**config.mk**
```make
export PLATFORM = sky130hd
export DESIGN_NAME = serial_frame_rx
export DESIGN_NICKNAME = d
export VERILOG_FILES = /design/src/rtl/serial_frame_pkg.sv /design/src/rtl/serial_frame_rx_bit_timer.sv /design/src/rtl/serial_frame_rx.sv
export SDC_FILE = /design/constraint.sdc
export NUM_CORES = 1
export LEC_CHECK = 0
export CAP_MARGIN = 20
export CORE_MARGIN = 1
export CORE_UTILIZATION = 52
export DETAILED_ROUTE_END_ITERATION = 6
export GPL_TIMING_DRIVEN = 1
export PLACE_DENSITY = 0.74
export SLEW_MARGIN = 20
export SYNTH_ARGS = -nofsm -noshare
export SYNTH_HDL_FRONTEND = slang
export SYNTH_HIERARCHICAL = 1
export SYNTH_SLANG_ARGS = --single-unit
```
**constraint.sdc**
```tcl
create_clock -name C -period 3.1 [get_ports C]
set_clock_uncertainty 0.1 [all_clocks]
set_input_delay 0.62 -clock C [delete_from_list [all_inputs] [get_ports C]]
set_output_delay 0.62 -clock C [all_outputs]
set_load 0.02 [all_outputs]
```
**src/rtl/serial_frame_pkg.sv**
```systemverilog
// Shared types and defaults for the serial frame link.
// Used by both the frame receiver and the frame transmitter.
package serial_frame_pkg;

  typedef enum logic [2:0] {
    S_IDLE      = 3'd0,
    S_START     = 3'd1,
    S_DATA      = 3'd2,
    S_PARITY    = 3'd3,
    S_STOP      = 3'd4,
    S_WAIT_HIGH = 3'd5
  } rx_state_e;

  localparam int DATA_BITS_DEF  = 8;
  localparam int BIT_CYCLES_DEF = 4;

endpackage

```
**src/rtl/serial_frame_rx_bit_timer.sv**
```systemverilog
// Modulo bit-period counter with synchronous clear.
// Pulses sample at mid-bit, half a period after clear, then once per bit.
module bit_timer #(
  parameter int BIT_CYCLES = 4
) (
  input  logic clk,
  input  logic rst_n,
  input  logic clr,
  output logic sample
);

  localparam int TW   = $clog2(BIT_CYCLES);
  localparam int HALF = BIT_CYCLES / 2;

  logic [TW-1:0] cnt_q;
  logic [TW-1:0] cnt_d;

  always_comb begin
    cnt_d = cnt_q + 1'b1;
    if (clr) begin
      cnt_d = '0;
    end else if (cnt_q == TW'(BIT_CYCLES - 1)) begin
      cnt_d = '0;
    end
  end

  always_ff @(posedge clk) begin
    if (!rst_n) begin
      cnt_q <= '0;
    end else begin
      cnt_q <= cnt_d;
    end
  end

  assign sample = (cnt_q == TW'(HALF - 1));

endmodule

```
**src/rtl/serial_frame_rx.sv**
```systemverilog
// Serial frame receiver: start, LSB-first data, even parity, stop.
// Completed frames land in a valid/ready output register one cycle later.
module serial_frame_rx
  import serial_frame_pkg::*;
#(
  parameter int DATA_BITS  = DATA_BITS_DEF,
  parameter int BIT_CYCLES = BIT_CYCLES_DEF
) (
  input  logic                 C,
  input  logic                 RST_N,
  input  logic                 SER_IN,
  input  logic                 OUT_READY,
  output logic                 OUT_VALID,
  output logic [DATA_BITS-1:0] OUT_DATA,
  output logic                 OUT_PERR,
  output logic                 FRAME_ERR,
  output logic                 OVERRUN
);

  localparam int CW = $clog2(DATA_BITS + 1);

  localparam logic [2:0] IDLE      = S_IDLE;
  localparam logic [2:0] START     = S_START;
  localparam logic [2:0] DATA      = S_DATA;
  localparam logic [2:0] PARITY    = S_PARITY;
  localparam logic [2:0] STOP      = S_STOP;
  localparam logic [2:0] WAIT_HIGH = S_WAIT_HIGH;

  logic [2:0]           state_q, state_d;
  logic [CW-1:0]        cnt_q, cnt_d;
  logic [DATA_BITS-1:0] sh_q, sh_d;
  logic                 acc_q, acc_d;
  logic                 par_q, par_d;
  logic                 done_q, done_d;
  logic                 ferr_q, ferr_d;

  logic                 out_valid_q, out_valid_d;
  logic [DATA_BITS-1:0] out_data_q, out_data_d;
  logic                 out_perr_q, out_perr_d;
  logic                 frame_err_q, frame_err_d;
  logic                 overrun_q, overrun_d;

  logic                 tmr_clr;
  logic                 sample;
  logic [DATA_BITS-1:0] msb_bit;

  bit_timer #(
    .BIT_CYCLES(BIT_CYCLES)
  ) u_bit_timer (
    .clk   (C),
    .rst_n (RST_N),
    .clr   (tmr_clr),
    .sample(sample)
  );

  always_comb begin
    state_d = state_q;
    cnt_d   = cnt_q;
    sh_d    = sh_q;
    acc_d   = acc_q;
    par_d   = par_q;
    done_d  = 1'b0;
    ferr_d  = 1'b0;
    tmr_clr = 1'b0;
    msb_bit = '0;
    msb_bit[DATA_BITS-1] = SER_IN;
    unique case (state_q)
      IDLE: begin
        if (!SER_IN) begin
          state_d = START;
          tmr_clr = 1'b1;
          cnt_d   = '0;
          acc_d   = 1'b0;
        end
      end
      START: begin
        if (sample) begin
          state_d = SER_IN ? IDLE : DATA;
        end
      end
      DATA: begin
        if (sample) begin
          sh_d  = (sh_q >> 1) | msb_bit;
          acc_d = acc_q ^ SER_IN;
          cnt_d = cnt_q + 1'b1;
          if (cnt_q == CW'(DATA_BITS - 1)) begin
            state_d = PARITY;
          end
        end
      end
      PARITY: begin
        if (sample) begin
          par_d   = SER_IN;
          state_d = STOP;
        end
      end
      STOP: begin
        if (sample) begin
          if (SER_IN) begin
            done_d  = 1'b1;
            state_d = IDLE;
          end else begin
            ferr_d  = 1'b1;
            state_d = WAIT_HIGH;
          end
        end
      end
      WAIT_HIGH: begin
        if (SER_IN) begin
          state_d = IDLE;
        end
      end
      default: begin
        state_d = IDLE;
      end
    endcase
  end

  // A held byte drains on a transfer; a pending frame needs a free slot.
  always_comb begin
    out_valid_d = out_valid_q & ~OUT_READY;
    out_data_d  = out_data_q;
    out_perr_d  = out_perr_q;
    frame_err_d = ferr_q;
    overrun_d   = 1'b0;
    if (done_q) begin
      if (!out_valid_q || OUT_READY) begin
        out_valid_d = 1'b1;
        out_data_d  = sh_q;
        out_perr_d  = par_q ^ acc_q;
      end else begin
        overrun_d = 1'b1;
      end
    end
  end

  always_ff @(posedge C) begin
    if (!RST_N) begin
      state_q     <= IDLE;
      cnt_q       <= '0;
      sh_q        <= '0;
      acc_q       <= 1'b0;
      par_q       <= 1'b0;
      done_q      <= 1'b0;
      ferr_q      <= 1'b0;
      out_valid_q <= 1'b0;
      out_data_q  <= '0;
      out_perr_q  <= 1'b0;
      frame_err_q <= 1'b0;
      overrun_q   <= 1'b0;
    end else begin
      state_q     <= state_d;
      cnt_q       <= cnt_d;
      sh_q        <= sh_d;
      acc_q       <= acc_d;
      par_q       <= par_d;
      done_q      <= done_d;
      ferr_q      <= ferr_d;
      out_valid_q <= out_valid_d;
      out_data_q  <= out_data_d;
      out_perr_q  <= out_perr_d;
      frame_err_q <= frame_err_d;
      overrun_q   <= overrun_d;
    end
  end

  assign OUT_VALID = out_valid_q;
  assign OUT_DATA  = out_data_q;
  assign OUT_PERR  = out_perr_q;
  assign FRAME_ERR = frame_err_q;
  assign OVERRUN   = overrun_q;

endmodule

```
* Yosys cells after proc, flatten, opt, wreduce, memory -nomap -nowiden
Index checks and enable logic that the tools add are counted. W data, S select, Z words.
Cells by class: add/sub/neg operators 2, eq/ne operators 15, mux-type cells 22, bitwise logic cells 6, reductions and logical operators 12
Operators with widths (count):
- $mux W3 | 8
- $pmux W3 S6 | 1
- $ne A2 B2 Y1 const B | 7
- $mux W1 | 8
- $mux W4 | 2
- $or A7 B8 Y8 | 1
- $pmux W4 S2 | 1
- $reduce_and A2 Y1 | 4
- $reduce_and A7 Y1 | 1
- $eq A3 B2 Y1 const B | 2
- $eq A3 B3 Y1 const B | 2
- $reduce_and A3 Y1 | 2
- $add A4 B1 Y4 const B | 1
- $eq A4 B3 Y1 const B | 1
- $eq A3 B1 Y1 const B | 1
- $logic_not A3 Y1 | 1
- $reduce_or A3 Y1 | 1
- $add A2 B1 Y2 const B | 1
- $eq A2 B1 Y1 const B | 1
- $eq A2 B2 Y1 const B | 1
- $mux W2 | 1
- $not A1 Y1 | 2
- $pmux W1 S2 | 1
- $reduce_bool A2 Y1 | 1
- 4 further kinds | 5
Word-level totals: register bits 33, input port bits 4, output and inout port bits 12, logic and storage cells 70

* Longest topological paths before layout
Gate-level depths: netlist of the first run.
depth in word-level cells 4, gate-level depth with buffers 7, mapped depth without buffers 6

* Modules after synthesis
Netlist of the first run, hierarchy kept.
Modules (own cells, without submodules):
- serial_frame_rx | times used 1, cells an instance 144, area an instance 1361.3 um^2
- bit_timer | times used 1, cells an instance 7, area an instance 98.8 um^2

* Worst setup path after synthesis of the first run
OpenSTA, ideal clock, no wires.
kind input -> register, from in SER_IN, to reg, netlist name cnt_q[3], library setup time 117 ps, arrival 1370 ps, required time 2883 ps, path slack 1513 ps, stages 4, path buffers 0, path through or2_2 -> a21oi_4 -> o21ai_1 -> a32o_1
RTL lines:
- from (decl) | line serial_frame_rx.sv:11 | input logic SER_IN,

* Worst setup path in the final report of the first run
from reg out_data_q[4] (netlist: OUT_DATA[4]), to out OUT_DATA[4]
RTL lines:
- from (decl) | line serial_frame_rx.sv:38 | logic [DATA_BITS-1:0] out_data_q, out_data_d;
- from (signal assigned) | line serial_frame_rx.sv:160 | out_data_q <= out_data_d;
- to (decl) | line serial_frame_rx.sv:14 | output logic [DATA_BITS-1:0] OUT_DATA,
No word-level cell between the ends.

==> results of run 1 <==
==> logic make-up after synthesis <==
| kind of cell | share of synthesized area (%) |
|---|---|
| xor gates and xnor gates | 0.600 |
| adders and majority gates | 2.57 |
| buffers and inverters | 4.37 |
| muxes | 8.23 |
| AOI/OAI and AO/OA | 12.9 |
| and+or+nand+nor | 26.1 |
| DFF | 45.2 |
==> how the worst min path moves through the flow <==
stage	start	endpoint	slack, ns
6_report	ferr_q	FRAME_ERR	0.35
4_1_cts	ferr_q	FRAME_ERR	0.35
5_1_grt	ferr_q	FRAME_ERR	0.38
2_1_floorplan	ferr_q	FRAME_ERR	0.31
3_3_place_gp	ferr_q	FRAME_ERR	0.32
3_5_place_dp	ferr_q	FRAME_ERR	0.33
==> per-layer routing <==
layer / vias to the layer above / wire (um)
li1: 541 / -
met1: 474 / 1220
met2: 16 / 1040
met3: 4 / 86
met4: 0 / 32
met5: - / 0
==> power groups by stage <==
| stage | combinational, mW | clock (mW) | sequential (mW) |
|---|---|---|---|
| after CTS | 0.0602 | 0.344 | 0.438 |
| after global routing | 0.0668 | 0.360 | 0.439 |
| after detailed placement | 0.0601 | 0 | 0.447 |
| after floorplan | 0.0533 | 0 | 0.444 |
| after global placement | 0.0589 | 0 | 0.447 |
| final | 0.0595 | 0.333 | 0.437 |
==> placed cells by master, fill, tap and decap left out, types with 2 or more instances in the layout <==
cell type / netlist / final
dfxtp_1: 33 / 33
nand2_1: 20 / 20
clkdlybuf4s50_1: 0 / 15
nor2b_1: 14 / 14
mux2i_1: 12 / 12
a21boi_1: 10 / 10
nor2_1: 9 / 9
clkbuf_4: 0 / 5
o21ai_0: 4 / 4
a21oi_1: 4 / 4
inv_1: 3 / 3
ha_1: 3 / 3
or3b_1: 2 / 2
o21ai_1: 2 / 2
nand4b_1: 2 / 2
a21boi_0: 2 / 2
and3_1: 2 / 2
nor4b_2: 2 / 2
==> metrics by stage <==
stage | area [um^2] | util (%) | total power, mW | hold slack, ns
2_1_floorplan | 1460 | - | 0.497 | 0.312
3_3_place_gp | 1600 | 62.4 | 0.505 | 0.317
3_5_place_dp | 1600 | 62.4 | 0.507 | 0.328
4_1_cts | 1690 | 65.7 | 0.842 | 0.351
5_1_grt | 1690 | 65.7 | 0.866 | 0.385
6_report | 1690 | 65.7 | 0.830 | 0.347
==> synthesized netlist by cell type <==
| cell type | instances |
|---|---|
| nand2_2 | 1 |
| buf_6 | 2 |
| and2_1 | 1 |
| a21boi_0 | 2 |
| nor3b_1 | 1 |
| inv_1 | 3 |
| a32o_1 | 1 |
| nor4b_2 | 2 |
| a21oi_4 | 1 |
| a31o_1 | 1 |
| or2_1 | 1 |
| mux2i_1 | 12 |
| a21oi_1 | 4 |
| nand2_1 | 20 |
| nand4bb_1 | 1 |
| buf_2 | 3 |
| and3_1 | 2 |
| o21ai_1 | 2 |
| ha_1 | 3 |
| nor3b_2 | 1 |
| nor3_1 | 1 |
| a21boi_1 | 10 |
| nor2_1 | 9 |
| o21ai_0 | 4 |
| and4b_1 | 1 |
| nor2_8 | 1 |
| o21a_1 | 1 |
| clkbuf_1 | 4 |
| dfxtp_1 | 33 |
| nand2b_1 | 1 |
| nand4b_1 | 2 |
| nor2b_1 | 14 |
| or2_2 | 1 |
| and3b_1 | 1 |
| or3b_1 | 2 |
| xor2_1 | 1 |
| o22ai_1 | 1 |
==> worst reg2reg max path, stage by stage (launching register included) <==
cell and delay (ns):
dfxtp_1 0.39, ha_1 0.40, nand4bb_1 0.42, mux2i_1 0.26
nand2_1 0.08, a21boi_1 0.14
==> area by class of cell <==
class	instances	area [um^2]
multi-input cells	106	736
flip-flops and latches	33	661
inverters	3	11.3
clock inverters	1	30.0
well taps	30	37.5
repair buffers	16	158
clock buffers	7	55.1
fillers	224	880
==> flip-flops by register name (all words and copies together) (netlist names) <==
signal	count
FRAME_ERR	1
par_q	1
u_bit_timer/cnt_q	2
ferr_q	1
OUT_DATA	8
cnt_q	4
state_q	3
sh_q	8
OUT_VALID	1
done_q	1
OUT_PERR	1
OVERRUN	1
acc_q	1
==> impl_results.md, run 1 <==
- Status: complete, no violations
- Sw Ratio: 21.8%
- Via Count: 1035
- Detailed-route DRC error count: 0
- Cell count of the worst hold path: 1
- Clock power share: 40.1%
- Row cnt: 18
- Pleak: 0.688 nW
- Initial antenna violation count: 0
- Crit path DAT: 1.31 ns
- Worst-path fanout max: 2
- Placed cells: 188
- Pint: 0.649 mW
- CTS Buf Count: 5
- Post-CTS Setup Inserts: 0
- ANT nets after route: 0
- Max Clk Rate: 493 MHz
- Crit share post-route: 65.4%
- Layout cells sized above 1: 9.04%
- CTS tree: yes
- Mapped Avg Cell Area: 9.67 um^2
- Worst VDD drop: 0.347 mV
- Routed vias/inst: 5.28
- Synthesized instance count: 151
- Clk sinks: 33
- Pwr dens: 492 nW/um^2
- Setup crit end kind: output port
- Final Setup Violations: 0
- Root buf cell: clkbuf_4
- Met2 Resource Use GR: 28.7%
- H-tree levels: 2
- Met1 usage: 24.4%
- Setup TNS: 0 ns
- Netlist cell types: 37
- Post-route insts no fill: 196
- Die width: 55.0 um
- Yosys top cell area share: 45.2%
- First-pass GRT wire length: 3970 um
- Final Hold Vio Count: 0
- Worst Tran Pin Value: 0.548 ns
- DP HPWL: 1660 um
- Area contributors post-synth: dfxtp_1 45%, mux2i_1 8.2%, nor2b_1 6.0%
- Worst min-delay path category: flip-flop to flip-flop
- DR WL/cell: 12.1 um
- Critical Path End: OUT_DATA[4]
- Pre-CTS setup slack: 0.880 ns
- Net Sw Power: 0.181 mW
- Flop pwr share: 52.7%
- Net Count, Synth: 158
- Max Slew Vio Count: 0
- Largest net degree at the start of global routing: 27
- RD Place Congestion: 0.737
- Min Tclk post-route: 2.03 ns
- Crit-path cells: clkdlybuf4s50_1
- Tot GR Track Use: 18.9%
- Clock Tree Buf Depth: 2
- IO Pins: 16
- I/O Buffers: 15
- Delay-heaviest family, CP: buffers and inverters
- Gate power share: 7.2%
- Seq cells post-synth: 33
- Max Cap Viol: 0
- CP Launch Point: OUT_DATA[4]
- Initial Util: 56.9%
- Reg2Reg Depth: 5
- RSZ-0062 raised after global routing: no
- Vias in the first global route: 878
- Synth Cell Area: 1460 um^2
- Inserted Diodes: 0
- Cts repair resizes: 0
- Slew margin rel.: 63.5%
- Crit path depth: 1
- Reg2reg start: u_bit_timer/cnt_q[0]
- Gr ovfl total: 0
- Critical Setup Path Class: flip-flop to output port
- Detailed Route WL: 2370 um
- Ys Warns: 6
- Critical path buffer and inverter count: 1
- CP startpoint kind: flip-flop
- R2R Path End: acc_q
- Slowest cell on the critical path: clkdlybuf4s50_1
- Max stage delay on crit path: 0.63 ns
- First-pass DRT Iterations: 4
- Met3 Track Usage GR: 5.74%
- Starting DRT DRC Count: 7
- Largest area contributor in the netlist: dfxtp_1
- Die Y: 55.0 um
- Clk slew on worst S/H paths: 0.10 ns
- Hold_buf cts: 0
- R2r setup slk: 1.27 ns
- Synth-to-layout area growth: 15.6%
- Setup ws final: 1.07 ns
- Die Area: 3020 um^2
- Clk_lat worst skew: 0.33 ns
- Placeable Area: 2570 um^2
- Sequential element share of the synthesized area: 45.2%
- CP required: 2.38 ns
- Nets: 172
- GRT Max-Usage Layer: met2
(Power assumes the default switching activity.)
==> run 2, diff against run 1 <==
- CORE_UTILIZATION: 52 -> 49
- clock period: 3.1 -> 1.7 ns (I/O delays scaled with it)
==> impl_results.md, run 2 (synthesis results as in run 1) <==
- Max stage delay on crit path: 0.35 ns (-0.28 ns)
- Synth-to-layout area growth: 20.4%
- Die width: 56.6 um (+2.9%)
- Met3 routed WL: 99 um (+15%)
- Vias in the first global route: 1064 (+21%)
- Sw Ratio: 22.1% (+0.22 points)
- Reg2reg start: u_bit_timer/cnt_q[0]
- Die Y: 56.6 um (+2.9%)
- I/O Buffers: 15 (unchanged)
- Initial Util: 52.5% (-4.4 points)
- Starting DRT DRC Count: 29 (+22)
- Critical Path End: OUT_DATA[7]
- Uppermost layer routed: met4
- Most frequent cells in the layout: 33 x dfxtp_1, 20 x nand2_1, 14 x nor2b_1, 12 x mux2i_1, 11 x dlygate4sd2_1
- CTS Buf Count: 5 (unchanged)
- Clock power share: 39.9% (-0.2 points)
- ANT nets after route: 0 (unchanged)
- Clk slew on worst S/H paths: 0.10 ns (about the same)
- Max Slew Vio Count: 0 (unchanged)
- Final Hold Vio Count: 0 (unchanged)
- CP startpoint kind: flip-flop
- Pleak: 0.810 nW (+18%)
- Inserted Diodes: 0 (unchanged)
- Hold_buf cts: 0 (unchanged)
- Placeable Area: 2780 um^2 (+8.3%)
- Net Sw Power: 0.338 mW (+87%)
- Clk_lat worst skew: 0.34 ns (about the same)
- Layout cells sized above 1: 13.7% (+4.7 points)
- Die Area: 3200 um^2 (+5.9%)
- Clk sinks: 33 (unchanged)
- Detailed-route DRC error count: 0 (unchanged)
- First-pass GRT wire length: 4510 um (+14%)
- Fin area: 1760 um^2 (+4.2%)
- Routed vias/inst: 5.41 (+2.5%)
- RD Place Congestion: 0.786 (+6.7%)
- Pint: 1.20 mW (+84%)
- Delay-heaviest family, CP: flip-flops
- DR WL/cell: 12.0 um (-1.2%)
- Post-route insts no fill: 206 (+5.1%)
- Cell Area, Placed: 1680 um^2 (+5.1%)
- Via Count: 1115 (+7.7%)
- Row cnt: 19 (+1)
- Pwr dens: 873 nW/um^2 (+78%)
- Most common cell after layout, fill and taps aside: dfxtp_1
- Pre-CTS setup slack: -0.0732 ns (-0.954 ns)
- Crit path depth: 1 (unchanged)
- Fillers: 234 (+4.5%)
- Setup ws final: 0.242 ns (-0.830 ns)
- Root buf cell: clkbuf_4
- Largest net degree at the start of global routing: 18 (-33%)
- Post-CTS Setup Inserts: 0 (unchanged)
- Crit-path cells: dlygate4sd2_1
- Gr ovfl total: 0 (unchanged)
- Setup crit end kind: output port
- R2R Path End: cnt_q[3]
- Gate power share: 8.6% (+1.4 points)
- Worst Tran Pin Value: 0.412 ns (-0.136 ns)
- DP HPWL: 1770 um (+6.2%)
- Status: complete, no violations
- M1 WL: 1110 um (-8.3%)
- Flop pwr share: 51.5% (-1.2 points)
- Critical Setup Path Class: flip-flop to output port
- Slew margin rel.: 72.6% (+9.1 points)
- H-tree levels: 2 (unchanged)
- Slowest cell on the critical path: dfxtp_1
- Clock Tree Buf Depth: 2 (unchanged)
- Crit share post-route: 85.8%
- RSZ-0062 raised after global routing: no
- Final core utilization: 63.2% (-2.5 points)
- Critical path buffer and inverter count: 1 (unchanged)
- R2r setup slk: 0.26 ns (-1.01 ns)
- Tot GR Track Use: 18.7% (-0.21 points)
- CP Launch Point: OUT_DATA[7]
- Final Power: 1.53 mW (+85%)
- First-pass DRT Iterations: 4 (unchanged)
- IO Pins: 16 (unchanged)
- Nets: 181 (+5.2%)
- Min Tclk post-route: 1.46 ns
- CP required: 1.26 ns (-1.12 ns)
- Met2 WL: 1210 um (+16%)
- Worst min-delay path category: flip-flop to flip-flop
- Reg2Reg Depth: 5 (unchanged)
- Placed cells: 198 (+5.3%)
- Max Clk Rate: 686 MHz
- Max Cap Viol: 0 (unchanged)
- CTS tree: yes
- Final Setup Violations: 0 (unchanged)
- Crit path DAT: 1.02 ns (-0.29 ns)
- Initial antenna violation count: 0 (unchanged)
- Worst-path fanout max: 2 (unchanged)
- Detailed Route WL: 2470 um (+3.9%)
- Worst VDD drop: 0.715 mV (+110%)
[run 2: cell types whose count changed in the layout (fill, tap and decap cells not counted), sizes merged]
cell,before,now
buf,1,10
clkdlybuf4s50,15,3
dlygate4sd2,0,11
dlymetal6s2s,0,1
[run 2: timing repair]
action / CTS / global route
hold endpoints to repair: 0 / 0
resized for setup: 11 / 1
endpoints found under the setup margin: 11 / 1
[run 2: area by class of cell]
type                            count  area (um^2)  share of cell area (%)
Clock buffer                        7         55.1                    3.13
Clock inverter                      1         30.0                    1.71
Inverter                            3         11.3                   0.641
Multi-Input combinational cell    106          736                    41.9
Sequential cell                    33          661                    37.6
Tap cell                           31         38.8                    2.21
Timing Repair Buffer               25          226                    12.9
[run 2: how the worst min path moves through the flow]
stage                     cells after the start        end  startpoint  slack (ns)
after floorplan                               1  FRAME_ERR      ferr_q        0.31
after global placement                        1  FRAME_ERR      ferr_q        0.31
after detailed placement                      1  FRAME_ERR      ferr_q        0.32
after CTS                                     1  FRAME_ERR      ferr_q        0.35
after global routing                          1  FRAME_ERR      ferr_q        0.40
final                                         1  FRAME_ERR      ferr_q        0.34
[run 2: stage by stage]
step | TNS (ns) | hold slack [ns]
2_1_floorplan | 0 | 0.312
3_3_place_gp | -0.128 | 0.314
3_5_place_dp | -0.201 | 0.323
4_1_cts | 0 | 0.347
5_1_grt | 0 | 0.397
6_report | 0 | 0.342
[run 2: routing by layer]
metal  up-vias  track usage, %
li1        562               -
met1       529            20.7
met2        19            31.3
met3         5            7.60
met4         0            8.36
met5         -               0
[run 2: power groups by stage]
stage	combinational, mW	clock, mW	sequential, mW
global route	0.146	0.676	0.793
CTS	0.133	0.634	0.791
global placement	0.130	0	0.807
finish	0.132	0.612	0.790
floorplan	0.0971	0	0.810
detailed placement	0.132	0	0.808
